File: src/rtl/plotter_pkg.sv
// Shared types and default constants for the plotter motion sequencer.
package plotter_pkg;

    // Width of a single-axis step count (magnitude of a 16-bit signed move).
    localparam int STEP_W = 16;

    localparam int DEF_STEP_PERIOD = 1000;
    localparam int DEF_PULSE_WIDTH = 100;
    localparam int DEF_PEN_SETTLE  = 25_000_000;
    localparam int DEF_DIR_SETUP   = 10;

    typedef enum logic [2:0] {
        ST_IDLE,
        ST_PEN,
        ST_DIR,
        ST_PULSE,
        ST_GAP,
        ST_DONE
    } state_t;

    function automatic int max_int(input int a, input int b);
        return (a > b) ? a : b;
    endfunction

endpackage

File: src/rtl/interval_timer.sv
// Loadable down-counter with a zero flag; one instance serves every wait
// in the sequencer (pen settle, direction setup, pulse high, pulse gap).
module interval_timer
#(
    parameter int W = 8
) (
    input  logic         i_clk,
    input  logic         i_rst_n,
    input  logic         i_load,
    input  logic [W-1:0] i_load_val,
    output logic         o_zero
);

    logic [W-1:0] r_cnt;

    // Load wins; otherwise count down and park at zero.
    always_ff @(posedge i_clk or negedge i_rst_n) begin
        if (!i_rst_n) begin
            r_cnt <= '0;
        end else if (i_load) begin
            r_cnt <= i_load_val;
        end else if (r_cnt != '0) begin
            r_cnt <= r_cnt - W'(1);
        end
    end

    assign o_zero = (r_cnt == '0);

endmodule

File: src/rtl/plotter_motion_sequencer.sv
// Two-axis pen plotter motion sequencer: accepts one relative move, drives
// the pen servo, sets direction lines, then emits Bresenham-interpolated
// step pulses on X and Y.
module plotter_motion_sequencer
    import plotter_pkg::*;
#(
    parameter int STEP_PERIOD = DEF_STEP_PERIOD,
    parameter int PULSE_WIDTH = DEF_PULSE_WIDTH,
    parameter int PEN_SETTLE  = DEF_PEN_SETTLE,
    parameter int DIR_SETUP   = DEF_DIR_SETUP
) (
    input  logic              i_clk,
    input  logic              i_rst_n,
    input  logic              i_cmd_valid,
    output logic              o_cmd_ready,
    input  logic [STEP_W-1:0] i_cmd_dx,
    input  logic [STEP_W-1:0] i_cmd_dy,
    input  logic              i_cmd_pen,
    input  logic              i_abort,
    output logic              o_step_x,
    output logic              o_step_y,
    output logic              o_dir_x,
    output logic              o_dir_y,
    output logic              o_pen_down,
    output logic              o_busy,
    output logic              o_done
);

    // Timer holds the longest wait; DIR_SETUP folded in so odd parameter
    // sets never truncate a load value.
    localparam int TMR_W = $clog2(max_int(max_int(PEN_SETTLE, STEP_PERIOD), DIR_SETUP) + 1);

    // A load of N makes the state exit N+1 edges later, hence the -1 on
    // waits that begin on a state transition rather than on accept.
    localparam logic [TMR_W-1:0] LD_PEN       = TMR_W'(PEN_SETTLE);
    localparam logic [TMR_W-1:0] LD_DIR_ACC   = TMR_W'(DIR_SETUP);
    localparam logic [TMR_W-1:0] LD_DIR_PEN   = TMR_W'(DIR_SETUP - 1);
    localparam logic [TMR_W-1:0] LD_PULSE     = TMR_W'(PULSE_WIDTH - 1);
    localparam logic [TMR_W-1:0] LD_GAP       = TMR_W'(STEP_PERIOD - PULSE_WIDTH - 1);

    state_t            r_state, w_state_n;

    logic [STEP_W-1:0] r_major, w_major_n;
    logic [STEP_W-1:0] r_minor, w_minor_n;
    logic              r_x_major, w_x_major_n;
    logic [STEP_W:0]   r_err, w_err_n;
    logic [STEP_W-1:0] r_rem, w_rem_n;

    logic              r_step_x, w_step_x_n;
    logic              r_step_y, w_step_y_n;
    logic              r_dir_x, w_dir_x_n;
    logic              r_dir_y, w_dir_y_n;
    logic              r_pen_down, w_pen_n;
    logic              r_busy, w_busy_n;
    logic              r_done, w_done_n;
    logic              r_cmd_ready, w_ready_n;

    logic              w_tmr_load;
    logic [TMR_W-1:0]  w_tmr_val;
    logic              w_tmr_zero;

    logic              w_accept;
    logic              w_abortable;
    logic              w_take_step;
    logic [STEP_W-1:0] w_abs_dx, w_abs_dy, w_new_major;
    logic              w_new_x_major;
    logic [STEP_W:0]   w_t;
    logic              w_minor_hit;

    interval_timer #(.W(TMR_W)) u_timer (
        .i_clk      (i_clk),
        .i_rst_n    (i_rst_n),
        .i_load     (w_tmr_load),
        .i_load_val (w_tmr_val),
        .o_zero     (w_tmr_zero)
    );

    // Magnitudes as unsigned; -32768 maps to 32768 naturally in 16 bits.
    assign w_abs_dx      = i_cmd_dx[STEP_W-1] ? (~i_cmd_dx + STEP_W'(1)) : i_cmd_dx;
    assign w_abs_dy      = i_cmd_dy[STEP_W-1] ? (~i_cmd_dy + STEP_W'(1)) : i_cmd_dy;
    assign w_new_x_major = (w_abs_dx >= w_abs_dy);
    assign w_new_major   = w_new_x_major ? w_abs_dx : w_abs_dy;

    assign w_accept    = (r_state == ST_IDLE) && i_cmd_valid && r_cmd_ready;
    assign w_abortable = (r_state != ST_IDLE) && (r_state != ST_DONE);

    // Bresenham trial sum for the next major step.
    assign w_t         = r_err + {1'b0, r_minor};
    assign w_minor_hit = (w_t >= {1'b0, r_major});

    // State register.
    always_ff @(posedge i_clk or negedge i_rst_n) begin
        if (!i_rst_n) begin
            r_state <= ST_IDLE;
        end else begin
            r_state <= w_state_n;
        end
    end

    // Next-state, timer control and next values for every registered output.
    always_comb begin
        w_state_n   = r_state;
        w_tmr_load  = 1'b0;
        w_tmr_val   = '0;
        w_take_step = 1'b0;
        w_major_n   = r_major;
        w_minor_n   = r_minor;
        w_x_major_n = r_x_major;
        w_err_n     = r_err;
        w_rem_n     = r_rem;
        w_step_x_n  = r_step_x;
        w_step_y_n  = r_step_y;
        w_dir_x_n   = r_dir_x;
        w_dir_y_n   = r_dir_y;
        w_pen_n     = r_pen_down;
        w_done_n    = 1'b0;

        if (w_abortable && i_abort) begin
            // Abort keeps pen and direction, drops any pulse in flight.
            w_state_n  = ST_DONE;
            w_step_x_n = 1'b0;
            w_step_y_n = 1'b0;
            w_done_n   = 1'b1;
        end else begin
            case (r_state)
                ST_IDLE: begin
                    if (w_accept) begin
                        w_x_major_n = w_new_x_major;
                        w_major_n   = w_new_major;
                        w_minor_n   = w_new_x_major ? w_abs_dy : w_abs_dx;
                        w_err_n     = {2'b00, w_new_major[STEP_W-1:1]};
                        w_rem_n     = w_new_major;
                        w_dir_x_n   = ~i_cmd_dx[STEP_W-1];
                        w_dir_y_n   = ~i_cmd_dy[STEP_W-1];
                        w_pen_n     = i_cmd_pen;
                        w_tmr_load  = 1'b1;
                        if (i_cmd_pen != r_pen_down) begin
                            w_state_n = ST_PEN;
                            w_tmr_val = LD_PEN;
                        end else begin
                            w_state_n = ST_DIR;
                            w_tmr_val = LD_DIR_ACC;
                        end
                    end
                end
                ST_PEN: begin
                    if (w_tmr_zero) begin
                        w_state_n  = ST_DIR;
                        w_tmr_load = 1'b1;
                        w_tmr_val  = LD_DIR_PEN;
                    end
                end
                ST_DIR: begin
                    if (w_tmr_zero) begin
                        if (r_rem == '0) begin
                            w_state_n = ST_DONE;
                            w_done_n  = 1'b1;
                        end else begin
                            w_take_step = 1'b1;
                        end
                    end
                end
                ST_PULSE: begin
                    if (w_tmr_zero) begin
                        w_state_n  = ST_GAP;
                        w_step_x_n = 1'b0;
                        w_step_y_n = 1'b0;
                        w_tmr_load = 1'b1;
                        w_tmr_val  = LD_GAP;
                    end
                end
                ST_GAP: begin
                    if (w_tmr_zero) begin
                        if (r_rem == '0) begin
                            w_state_n = ST_DONE;
                            w_done_n  = 1'b1;
                        end else begin
                            w_take_step = 1'b1;
                        end
                    end
                end
                ST_DONE: begin
                    w_state_n = ST_IDLE;
                end
                default: begin
                    w_state_n = ST_IDLE;
                end
            endcase
        end

        // One major step: major axis always pulses, minor pulses on overflow.
        if (w_take_step) begin
            w_state_n  = ST_PULSE;
            w_tmr_load = 1'b1;
            w_tmr_val  = LD_PULSE;
            w_rem_n    = r_rem - STEP_W'(1);
            w_err_n    = w_minor_hit ? (w_t - {1'b0, r_major}) : w_t;
            w_step_x_n = r_x_major | w_minor_hit;
            w_step_y_n = ~r_x_major | w_minor_hit;
        end

        w_busy_n  = (w_state_n != ST_IDLE);
        w_ready_n = (w_state_n == ST_IDLE);
    end

    // Move datapath and registered outputs.
    always_ff @(posedge i_clk or negedge i_rst_n) begin
        if (!i_rst_n) begin
            r_major     <= '0;
            r_minor     <= '0;
            r_x_major   <= 1'b0;
            r_err       <= '0;
            r_rem       <= '0;
            r_step_x    <= 1'b0;
            r_step_y    <= 1'b0;
            r_dir_x     <= 1'b0;
            r_dir_y     <= 1'b0;
            r_pen_down  <= 1'b0;
            r_busy      <= 1'b0;
            r_done      <= 1'b0;
            r_cmd_ready <= 1'b0;
        end else begin
            r_major     <= w_major_n;
            r_minor     <= w_minor_n;
            r_x_major   <= w_x_major_n;
            r_err       <= w_err_n;
            r_rem       <= w_rem_n;
            r_step_x    <= w_step_x_n;
            r_step_y    <= w_step_y_n;
            r_dir_x     <= w_dir_x_n;
            r_dir_y     <= w_dir_y_n;
            r_pen_down  <= w_pen_n;
            r_busy      <= w_busy_n;
            r_done      <= w_done_n;
            r_cmd_ready <= w_ready_n;
        end
    end

    assign o_cmd_ready = r_cmd_ready;
    assign o_step_x    = r_step_x;
    assign o_step_y    = r_step_y;
    assign o_dir_x     = r_dir_x;
    assign o_dir_y     = r_dir_y;
    assign o_pen_down  = r_pen_down;
    assign o_busy      = r_busy;
    assign o_done      = r_done;

endmodule

File: config.mk
export PLATFORM = sky130hd
export DESIGN_NAME = plotter_motion_sequencer
export DESIGN_NICKNAME = d
export VERILOG_FILES = /design/src/rtl/plotter_pkg.sv /design/src/rtl/interval_timer.sv /design/src/rtl/plotter_motion_sequencer.sv
export SDC_FILE = /design/constraint.sdc
export NUM_CORES = 1
export LEC_CHECK = 0
export ABC_AREA = 0
export CELL_PAD_IN_SITES_DETAIL_PLACEMENT = 0
export CELL_PAD_IN_SITES_GLOBAL_PLACEMENT = 2
export CORE_ASPECT_RATIO = 0.7
export CORE_MARGIN = 2
export CORE_UTILIZATION = 40
export DETAILED_ROUTE_END_ITERATION = 7
export PLACE_DENSITY = 0.95
export REMOVE_ABC_BUFFERS = 1
export SLEW_MARGIN = 20
export SYNTH_ARGS = -nofsm -noshare
export SYNTH_HDL_FRONTEND = slang
export SYNTH_SLANG_ARGS = --single-unit
File: constraint.sdc
create_clock -name i_clk -period 8.67 [get_ports i_clk]
set_clock_uncertainty 0.2 [all_clocks]
set_input_delay 0.867 -clock i_clk [delete_from_list [all_inputs] [get_ports i_clk]]
set_output_delay 0.867 -clock i_clk [all_outputs]
set_load 0.02 [all_outputs]
==> reports/qor.txt <==
Post-placement cell count -> 1182
Number of I/O pins -> 45
Buffers added on ports -> 44
Root buf cell -> clkbuf_16
Register area -> 2550 um^2
Worst path top cell family by delay -> compound AO/OA/AOI/OAI gates
RSZ-0062 raised after global routing -> no
Final Max Slew Viols -> 0
Maximum clock path buffer count -> 2
Most common cell after layout, fill and taps aside -> dfrtp_1
P&R area growth vs syn -> 12.9%
First-pass GRT wire length -> 33.7 mm
Layout Nets -> 1042
Dpl hpwl -> 15.6 mm
WL final -> 20.9 mm
Ranking of synthesized cells by area -> dfrtp_1, ha_1, a21oi_1, nand2_1, xor2_1
Worst-Margin Slew -> 1.04 ns
Cts-stage hold buffer count -> 0
TNS Setup -> 0 ns
Relative slew slack -> 30.4%
Synth Register Bits -> 102
Setup CP Type -> reg2reg
Vias -> 6753
Ys Warns -> 0
Slowest Stage Delay on Critical Path -> 0.62 ns
VDD IR max -> 0.355 mV
Slowest CP cell -> o31ai_1
Multi-input logic area -> 4860 um^2
Hold Violations, Final -> 0
Initial core utilization -> 40.9%
Post-route ant nets -> 0
GPL Wtd Cong -> 0.822
Core box area -> 18900 um^2
DIE AREA -> 20500 um^2
WP depth -> 17
Final std cells w/o fill -> 1197
H-tree levels -> 3
Flop2flop setup slack -> 2.77 ns
Largest net degree at the start of global routing -> 72
PD cells -> 436 nW/um^2
Unique masters post-synth -> 62
Endpoints failing setup -> 0
Hold Crit Class -> reg2reg
Cell area after synthesis -> 7730 um^2
Status -> finished clean
Reg-to-Reg End -> r_err[16]
Fmax -> 170 MHz
Cell taking the most area after synthesis -> dfrtp_1
RR Startpoint -> r_minor[0]
Syn avg cell area -> 8.37 um^2
Number of synthesized flops with an enable pin -> 0
Fin crit share -> 68.0%
GRT Total Usage -> 21.1%
Layout cell share with drive strength beyond 1 -> 4.29%
Largest fanout on the critical path -> 19
Most frequent cells in the layout -> dfrtp_1, nand2_1, a21oi_1
Die H -> 120 um
Setup slack after layout -> 2.77 ns
CP Buf/Inv Count -> 0
Fillers -> 1846
Wire per inst -> 17.5 um
Total congestion overflow -> 0
Data required, critical path -> 8.75 ns
Mapped Cells -> 924
Min Tclk post-route -> 5.90 ns
CTS tree -> yes
DRC -> 0
TritonCTS Buffers -> 9
Initial DRT Pass Iterations -> 5
Clock sinks -> 102
WP data arrival -> 5.97 ns
Diode count -> 0
Vias per cell -> 5.64
1st-iter DRT viols -> 537
Synth top area share -> 33.0%
Initial antenna violation count -> 0
Post-CTS setup buffers -> 0
Vias in the first global route -> 6194
Cell depth of the worst flop-to-flop path -> 17
Placement Setup Slack -> 2.82 ns
Sequential share of the synthesized area -> 33.0%
Crit path from -> r_minor[0]
Crit path launch type -> flip-flop
Cell-by-cell trace of the critical path -> ha_1 -> fa_1 -> a211oi_1 -> o21ai_0 -> a21o_1 -> a21oi_1 -> o21a_1 -> xnor2_1 -> ha_1 -> a21o_1 -> a21o_1 -> or3_1 -> o31ai_1 -> o311a_1 -> nand2_1 -> a211o_1 -> o21ai_0
CP most frequent cell -> a21o_1
Asr flop ratio synth -> 100%
Die width -> 170 um
Tot Pwr -> 3.80 mW
Row count -> 42
Post-CTS sizing -> 0
CP Capture Point -> r_err[16]
Top_reg_cell synth -> dfrtp_1
Leakage power -> 3.92 nW
Max Cap Viol -> 0
Clock Latency Late Sink -> 0.36 ns
Reg clk slew, reported paths -> 0.07 ns
CP Capture Type -> flip-flop
[worst register-to-register path, stage by stage, from the launching register on]
cell and delay, ns:
dfrtp_1 0.39, ha_1 0.24, fa_1 0.43, a211oi_1 0.39
o21ai_0 0.23, a21o_1 0.22, a21oi_1 0.24, o21a_1 0.17
xnor2_1 0.14, ha_1 0.31, a21o_1 0.20, a21o_1 0.20
or3_1 0.30, o31ai_1 0.62, o311a_1 0.29, nand2_1 0.62
a211o_1 0.47, o21ai_0 0.14
[synthesized netlist by cell type, types with 9 or more instances]
| library cell | count |
|---|---|
| dfrtp_1 | 102 |
| nand2_1 | 100 |
| a21oi_1 | 79 |
| nor2_1 | 74 |
| o21ai_0 | 72 |
| inv_1 | 54 |
| ha_1 | 52 |
| xor2_1 | 42 |
| clkbuf_1 | 33 |
| mux2i_1 | 33 |
| xnor2_1 | 32 |
| a211oi_1 | 22 |
| nand3_1 | 21 |
| nor3_1 | 20 |
| and2_1 | 16 |
| a21o_1 | 15 |
| or4_1 | 13 |
| nor4_1 | 12 |
| o211ai_1 | 11 |
| o31ai_1 | 11 |
| nand2b_1 | 9 |
[cells by family after synthesis]
kind of cell	count (synthesis)	synth area share, %
xor+xnor	74	8.38
flops	102	33.0
buf+inv	89	4.37
compound gates	263	21.0
mux	36	4.71
fa+ha+maj	54	8.93
simple gates	306	19.6
[flip-flops by register name, indices dropped and copies added, names as in the netlist]
| name | cells |
|---|---|
| r_err | 17 |
| o_done | 1 |
| r_x_major | 1 |
| o_step_y | 1 |
| o_step_x | 1 |
| o_busy | 1 |
| r_state | 3 |
| o_dir_y | 1 |
| o_cmd_ready | 1 |
| r_minor | 16 |
| u_timer.r_cnt | 25 |
| r_rem | 16 |
| r_major | 16 |
| o_dir_x | 1 |
| o_pen_down | 1 |
[layer usage]
metal  GRT usage, %  vias up  part of all wire, %
li1               -     3380                    -
met1           35.5     3187                   57
met2           26.8      170                   37
met3           3.90       16                  5.6
met4           4.17        0                 0.98
met5              0        -                    0
[through the flow]
step | hold slack [ns] | area [um^2] | util [%]
global placement | 0.269 | 8410 | 44.5
floorplan | 0.250 | 7600 | -
finish | 0.291 | 8730 | 46.1
detailed placement | 0.261 | 8410 | 44.5
CTS | 0.293 | 8730 | 46.1
global route | 0.319 | 8730 | 46.1
[power breakdown]
group	leakage, nW	internal (mW)	switching, mW
logic	2.49	1.06	1.43
clock network	0.153	0.255	0.199
registers	1.28	0.676	0.178
[final cells by class]
| class | count | share of cell area [%] |
|---|---|---|
| Clock inverter | 6 | 1.08 |
| Inverter | 54 | 2.32 |
| Timing Repair Buffer | 51 | 5.62 |
| Sequential cell | 102 | 29.2 |
| Multi-Input combinational cell | 733 | 55.7 |
| Tap cell | 242 | 3.47 |
| Clock buffer | 9 | 2.58 |
[worst min-delay path by stage]
stage                       endpoint  cells past startpoint  startpoint
final                       o_step_x                      2    o_step_x
after global routing        o_step_x                      2    o_step_x
after CTS                   o_step_x                      2    o_step_x
after detailed placement    o_step_x                      2    o_step_x
after global placement      o_step_x                      2    o_step_x
after floorplan           r_major[1]                      2  r_major[1]
(Power assumes the default switching activity.)
